===== config.mk =====
export PLATFORM = sky130hd
export DESIGN_NAME = snoop_loader
export DESIGN_NICKNAME = d
export VERILOG_FILES = /design/src/rtl/snoop_loader_pkg.sv /design/src/rtl/snoop_loader.sv
export SDC_FILE = /design/constraint.sdc
export NUM_CORES = 1
export LEC_CHECK = 0
export CAP_MARGIN = 20
export CORE_MARGIN = 2
export CORE_UTILIZATION = 50
export DETAILED_ROUTE_END_ITERATION = 6
export PLACE_DENSITY_LB_ADDON = 0.15
export SYNTH_ARGS = -nofsm -noshare
export SYNTH_HDL_FRONTEND = slang
export SYNTH_SLANG_ARGS = --single-unit

===== constraint.sdc =====
create_clock -name clk -period 2.3 [get_ports clk]
set_input_delay 0.46 -clock clk [delete_from_list [all_inputs] [get_ports clk]]
set_output_delay 0.46 -clock clk [all_outputs]
set_load 0.005 [all_outputs]

===== src/rtl/snoop_loader_pkg.sv =====
// Shared opcode constants, state encoding and helpers for the snoop_loader host command engine.
// Optional checksum command is compiled in with SNOOP_LOADER_CKSUM_EN.
package snoop_loader_pkg;

  localparam logic [1:0] OP_SETADDR = 2'b00;
  localparam logic [1:0] OP_WRMEM   = 2'b01;
  localparam logic [1:0] OP_WRPRG   = 2'b10;
  localparam logic [1:0] OP_EXT     = 2'b11;

  // Sub-decodes of the EXT group: READ uses bit 5, the others bits 5:4.
  localparam logic       EXT_READ   = 1'b0;
  localparam logic [1:0] EXT_RSTCTL = 2'b10;
  localparam logic [1:0] EXT_CKSUM  = 2'b11;

  localparam int unsigned STATE_W = 3;
  localparam logic [STATE_W-1:0] S_IDLE    = 3'd0;
  localparam logic [STATE_W-1:0] S_ADDR    = 3'd1;
  localparam logic [STATE_W-1:0] S_WDATA   = 3'd2;
  localparam logic [STATE_W-1:0] S_RD_WAIT = 3'd3;
  localparam logic [STATE_W-1:0] S_RD_SEND = 3'd4;

  typedef enum logic [STATE_W-1:0] {
    ST_IDLE    = S_IDLE,
    ST_ADDR    = S_ADDR,
    ST_WDATA   = S_WDATA,
    ST_RD_WAIT = S_RD_WAIT,
    ST_RD_SEND = S_RD_SEND
  } state_e;

  function automatic logic accepts_rx(input state_e s);
    return (s == ST_IDLE) || (s == ST_ADDR) || (s == ST_WDATA);
  endfunction

endpackage


===== src/rtl/snoop_loader.sv =====
// Byte-command engine driving the discus snoop port: address set, data/program writes, readback, CPU reset control.
// Define SNOOP_LOADER_CKSUM_EN to enable the running write checksum returned by the 1111xxxx command.
module snoop_loader
  import snoop_loader_pkg::*;
#(
  parameter logic RESET_ON_BOOT = 1'b1
) (
  input  logic       clk,
  input  logic       reset_n,
  input  logic [7:0] rx_data,
  input  logic       rx_valid,
  output logic       rx_ready,
  output logic [7:0] tx_data,
  output logic       tx_valid,
  input  logic       tx_ready,
  output logic [7:0] snoopa,
  output logic [7:0] snoopd,
  output logic       snoopm,
  output logic       snoopp,
  input  logic [7:0] snoopq,
  output logic       cpu_reset
);

  state_e     state_q, state_d;
  logic [7:0] addr_q, addr_d;
  logic [5:0] cnt_q, cnt_d;
  logic       prg_q, prg_d;
  logic       ck_q, ck_d;
  logic [7:0] snoopd_q, snoopd_d;
  logic       snoopm_q, snoopm_d;
  logic       snoopp_q, snoopp_d;
  logic [7:0] tx_data_q, tx_data_d;
  logic       tx_valid_q, tx_valid_d;
  logic       cpu_reset_q, cpu_reset_d;
  logic       rx_ready_q, rx_ready_d;
  logic       rx_fire_s;
`ifdef SNOOP_LOADER_CKSUM_EN
  logic [7:0] sum_q, sum_d;
`endif

  assign rx_fire_s = rx_valid && rx_ready_q;

  // Command decode, burst sequencing and next-state for every register.
  always_comb begin
    state_d     = state_q;
    cnt_d       = cnt_q;
    prg_d       = prg_q;
    ck_d        = ck_q;
    snoopd_d    = snoopd_q;
    snoopm_d    = 1'b0;
    snoopp_d    = 1'b0;
    tx_data_d   = tx_data_q;
    tx_valid_d  = tx_valid_q;
    cpu_reset_d = cpu_reset_q;
    // A write strobe in flight advances the address at the end of its cycle.
    addr_d      = addr_q + {7'd0, (snoopm_q | snoopp_q)};
`ifdef SNOOP_LOADER_CKSUM_EN
    sum_d       = sum_q;
`endif
    case (state_q)
      ST_IDLE: begin
        if (rx_fire_s) begin
          case (rx_data[7:6])
            OP_SETADDR: state_d = ST_ADDR;
            OP_WRMEM, OP_WRPRG: begin
              cnt_d   = rx_data[5:0];
              prg_d   = (rx_data[7:6] == OP_WRPRG);
              state_d = ST_WDATA;
            end
            OP_EXT: begin
              if (rx_data[5] == EXT_READ) begin
                cnt_d   = {1'b0, rx_data[4:0]};
                state_d = ST_RD_WAIT;
              end else if (rx_data[5:4] == EXT_RSTCTL) begin
                cpu_reset_d = rx_data[0];
              end else begin
`ifdef SNOOP_LOADER_CKSUM_EN
                tx_data_d  = sum_q;
                tx_valid_d = 1'b1;
                sum_d      = 8'h00;
                ck_d       = 1'b1;
                cnt_d      = 6'd0;
                state_d    = ST_RD_SEND;
`else
                state_d = ST_IDLE;
`endif
              end
            end
            default: state_d = ST_IDLE;
          endcase
        end else begin
          state_d = ST_IDLE;
        end
      end
      ST_ADDR: begin
        if (rx_fire_s) begin
          addr_d  = rx_data;
          state_d = ST_IDLE;
        end else begin
          state_d = ST_ADDR;
        end
      end
      ST_WDATA: begin
        if (rx_fire_s) begin
          snoopd_d = rx_data;
          snoopm_d = !prg_q;
          snoopp_d = prg_q;
`ifdef SNOOP_LOADER_CKSUM_EN
          sum_d    = sum_q + rx_data;
`endif
          if (cnt_q == 6'd0) begin
            state_d = ST_IDLE;
          end else begin
            cnt_d = cnt_q - 6'd1;
          end
        end else begin
          state_d = ST_WDATA;
        end
      end
      ST_RD_WAIT: begin
        tx_data_d  = snoopq;
        tx_valid_d = 1'b1;
        state_d    = ST_RD_SEND;
      end
      ST_RD_SEND: begin
        if (tx_ready) begin
          tx_valid_d = 1'b0;
          ck_d       = 1'b0;
          // The checksum byte is not a memory read, so it leaves addr alone.
          if (!ck_q) begin
            addr_d = addr_q + 8'd1;
          end else begin
            addr_d = addr_q;
          end
          if ((cnt_q == 6'd0) || ck_q) begin
            state_d = ST_IDLE;
          end else begin
            cnt_d   = cnt_q - 6'd1;
            state_d = ST_RD_WAIT;
          end
        end else begin
          state_d = ST_RD_SEND;
        end
      end
      default: state_d = ST_IDLE;
    endcase
    rx_ready_d = accepts_rx(state_d);
  end

  // State and output registers; reset also kills any strobe in flight.
  always_ff @(posedge clk or negedge reset_n) begin
    if (!reset_n) begin
      state_q     <= ST_IDLE;
      addr_q      <= 8'h00;
      cnt_q       <= 6'd0;
      prg_q       <= 1'b0;
      ck_q        <= 1'b0;
      snoopd_q    <= 8'h00;
      snoopm_q    <= 1'b0;
      snoopp_q    <= 1'b0;
      tx_data_q   <= 8'h00;
      tx_valid_q  <= 1'b0;
      cpu_reset_q <= RESET_ON_BOOT;
      rx_ready_q  <= 1'b1;
`ifdef SNOOP_LOADER_CKSUM_EN
      sum_q       <= 8'h00;
`endif
    end else begin
      state_q     <= state_d;
      addr_q      <= addr_d;
      cnt_q       <= cnt_d;
      prg_q       <= prg_d;
      ck_q        <= ck_d;
      snoopd_q    <= snoopd_d;
      snoopm_q    <= snoopm_d;
      snoopp_q    <= snoopp_d;
      tx_data_q   <= tx_data_d;
      tx_valid_q  <= tx_valid_d;
      cpu_reset_q <= cpu_reset_d;
      rx_ready_q  <= rx_ready_d;
`ifdef SNOOP_LOADER_CKSUM_EN
      sum_q       <= sum_d;
`endif
    end
  end

  assign rx_ready  = rx_ready_q;
  assign tx_data   = tx_data_q;
  assign tx_valid  = tx_valid_q;
  assign snoopa    = addr_q;
  assign snoopd    = snoopd_q;
  assign snoopm    = snoopm_q;
  assign snoopp    = snoopp_q;
  assign cpu_reset = cpu_reset_q;

endmodule


==> reports/metrics.cfg <==
[status]
status = complete, no violations

[grt]
grt_pass1_wl_um = 8690
antenna_found_initial = 0
grt_pass1_vias = 1793
grt-ovfl-total = 0
grt_max_degree = 40
grt_util_all_layers_pct = 22.8

[yosys]
synthArstFlopShare_pct = 100
ys_seq_area_share_pct = 45.8
syn-cell-area_um2 = 2140
synthCells = 210
ys_ff_latch = 39
synth.avg_cell_area_um2 = 10.2
syn-num-nets = 238
synthFlopType = dfrtp_1
synth_edf_count = 0
synth_top_area_cell = dfrtp_1
synth_cell_type_count = 51
netlist.area_leader.share_pct = 43.3
synthTopCellsByArea = dfrtp_1 43%, mux2_1 7.4%, ha_1 4.7%
synth_warnings = 0

[floorplan]
die_h_um = 69.4
rows = 23
die_w_um = 69.4
die_area_um2 = 4820
core-area_um2 = 4060
initial_core_util_pct = 52.7
io-pin-count = 49

[job]
maxCapViolations = 0

[sta]
worst_pin_slew_ps = 883
setup-violations-final = 0
slew_viol_final = 0
skew_ps = 7.54
finalCritPeriodShare_pct = 94.1
hold_ws_ps = 270
hold_viol = 0
rsz0062_at_grt = no
tns_ps = 0
fin_crit_ps = 2160
clock.fmax_ghz = 0.462
slew_headroom_pct = 41.1
final.setup.worst_slack_ps = 135

[layout]
final_core_util_pct = 69.3
synthToLayoutAreaGrowth_pct = 31.5
drive_gt1_share_pct = 12.3
final_nets = 295
fillers = 326
diodes = 0

[routing]
drt_iter0_drc = 135
via_count = 1802
antenna_left = 0
viasPerCell = 5.67
wl_per_cell_um = 16.2
drt_wl_total_um = 5150
drc = 0
drtPass1Iterations = 4

[power]
irDropWorstVdd_uv = 873
total_leakage_power_nw = 1.18
p_per_area_nw_per_um2 = 1280
fin_total_pwr_mw = 3.59

[critical_path]
start_kind = input pin
required_ps = 2520
r2r-end = snoopa[7]
cp_max_fo = 8
path_delay_family = compound AO/OA/AOI/OAI gates
reg2reg_depth = 7
reg2reg_setup_slack_ps = 260
critPathMaxStageDelay_ps = 560
arrival_ps = 2380
crit_type = input pin to flop
cp_slowest_cell = clkdlybuf4s50_1
crit_chain = clkdlybuf4s50_1, inv_1, ha_1, a211o_1, a31oi_1, o21a_1, buf_4, o21ai_1, a22oi_1
cp.buffers_inverters = 3
reg2reg_from = snoopp
crit_path_end_kind = flop

[clocking]
cts-resized-gates = 0
post_cts_buffers = 0
clkLatencyLatePin_ps = 300
cts_tree = yes
postCtsHoldBufs = 0
numClockSinks = 39
clkTransAtPathRegs_ps = 90
cts_buffer_depth = 2
h-tree-depth = 2
cts_inserted_buffers = 5
cts_root_buf = clkbuf_8

[placed_design]
place_congestion = 0.938
dpl.hpwl_um = 3720
numPortBuffers = 48
place_ws_ps = -137

[worst_hold_path]
min_path_type = input pin to asynchronous set/reset pin

## cells in the mapped netlist (2+ instances only)
library cell and count:
dfrtp_1 37, nand2_1 20, o21ai_0 16, mux2_1 14, nor2_1 14, inv_1 12
ha_1 8, nand3_1 7, xnor2_1 6, nand2b_1 5, nor3_1 5, a22oi_1 4
a21oi_1 3, a22o_1 3, buf_2 3, buf_6 3, o21a_1 3, o221ai_1 3
a21o_1 2, a21oi_2 2, clkbuf_1 2, dfstp_2 2, mux2_2 2, nand3b_1 2
nor3_2 2, o21ai_1 2, o22ai_1 2, or3_1 2, xor2_1 2
## layer usage
layer	global-route usage, %	vias to the layer above	share of wire [%]
met1	30.9	867	46
met4	7.63	0	1.6
li1	-	866	-
met5	0	-	0
met2	35.8	60	46
met3	5.81	9	6.4
## final cells by class
type	instances	area, um2	share of cell area [%]
clock buffer	5	68.8	2.45
clock inverter	3	47.5	1.69
inverter	13	48.8	1.74
multi-input combinational	150	1050	37.5
sequential	39	978	34.8
tap	50	62.6	2.23
timing repair buffer	58	551	19.6
## power by group
part / internal [mW] / switching [mW]
Sequential: 1.02 / 0.290
Combinational: 0.978 / 0.710
Clock: 0.329 / 0.269
## worst max path at each step
stage / from / end / slack (ps) / cells past startpoint
floorplan: snoopp / snoopa[7] / 380 / 7
global placement: rx_data[7] / cnt_q[1] / -60 / 9
detailed placement: rx_data[7] / cnt_q[3] / -140 / 9
CTS: rx_data[7] / cnt_q[3] / 160 / 9
global route: rx_data[7] / cnt_q[3] / 6 / 9
finish: rx_data[7] / cnt_q[3] / 140 / 9
## kinds of logic after synthesis
logic type / synth area share, %
AND/OR/NAND/NOR: 14.9
AO/OA/AOI/OAI: 17.6
flip-flops: 45.8
buffers and inverters: 4.91
multiplexers: 8.89
XOR/XNOR: 3.28
adder cells (fa/ha/maj): 4.68
## worst reg2reg max path, stage by stage, from the launching register on
cell and delay [ps]:
dfrtp_1 390, or2_2 300, ha_1 230, mux2_1 290, nand3_1 110, nor2_1 70, a311o_1 350, a22o_1 200
## state kept, by name (all words and copies together), names as in the netlist
register / count
tx_valid: 1
snoopd: 8
snoopm: 1
rx_ready: 1
tx_data: 8
cnt_q: 6
snoopa: 8
prg_q: 1
snoopp: 1
state_q: 3
cpu_reset: 1
## per-stage QoR
stage	cell area, um2	cells
6_report	2810	318
2_1_floorplan	2140	210
3_5_place_dp	2700	310
4_1_cts	2810	318
3_3_place_gp	2700	310
5_1_grt	2810	318
## cells in the final DEF (no fill, tap or decap), drive strengths merged, types with 2 or more instances in the layout
master / instances
a21o: 2
or2: 2
a22o: 3
inv: 14
clkdlybuf4s50: 47
nor2: 14
mux2: 16
nand2b: 5
o31ai: 2
clkbuf: 5
o21a: 3
or3: 2
o211ai: 2
xnor2: 6
dfrtp: 37
nand3b: 2
a22oi: 4
nand2: 20
a21oi: 5
xor2: 2
dfstp: 2
o221ai: 3
ha: 8
o22ai: 2
o21ai: 18
nor3: 7
buf: 11
nand3: 7
Note: power is estimated with default switching activity, not from simulation.
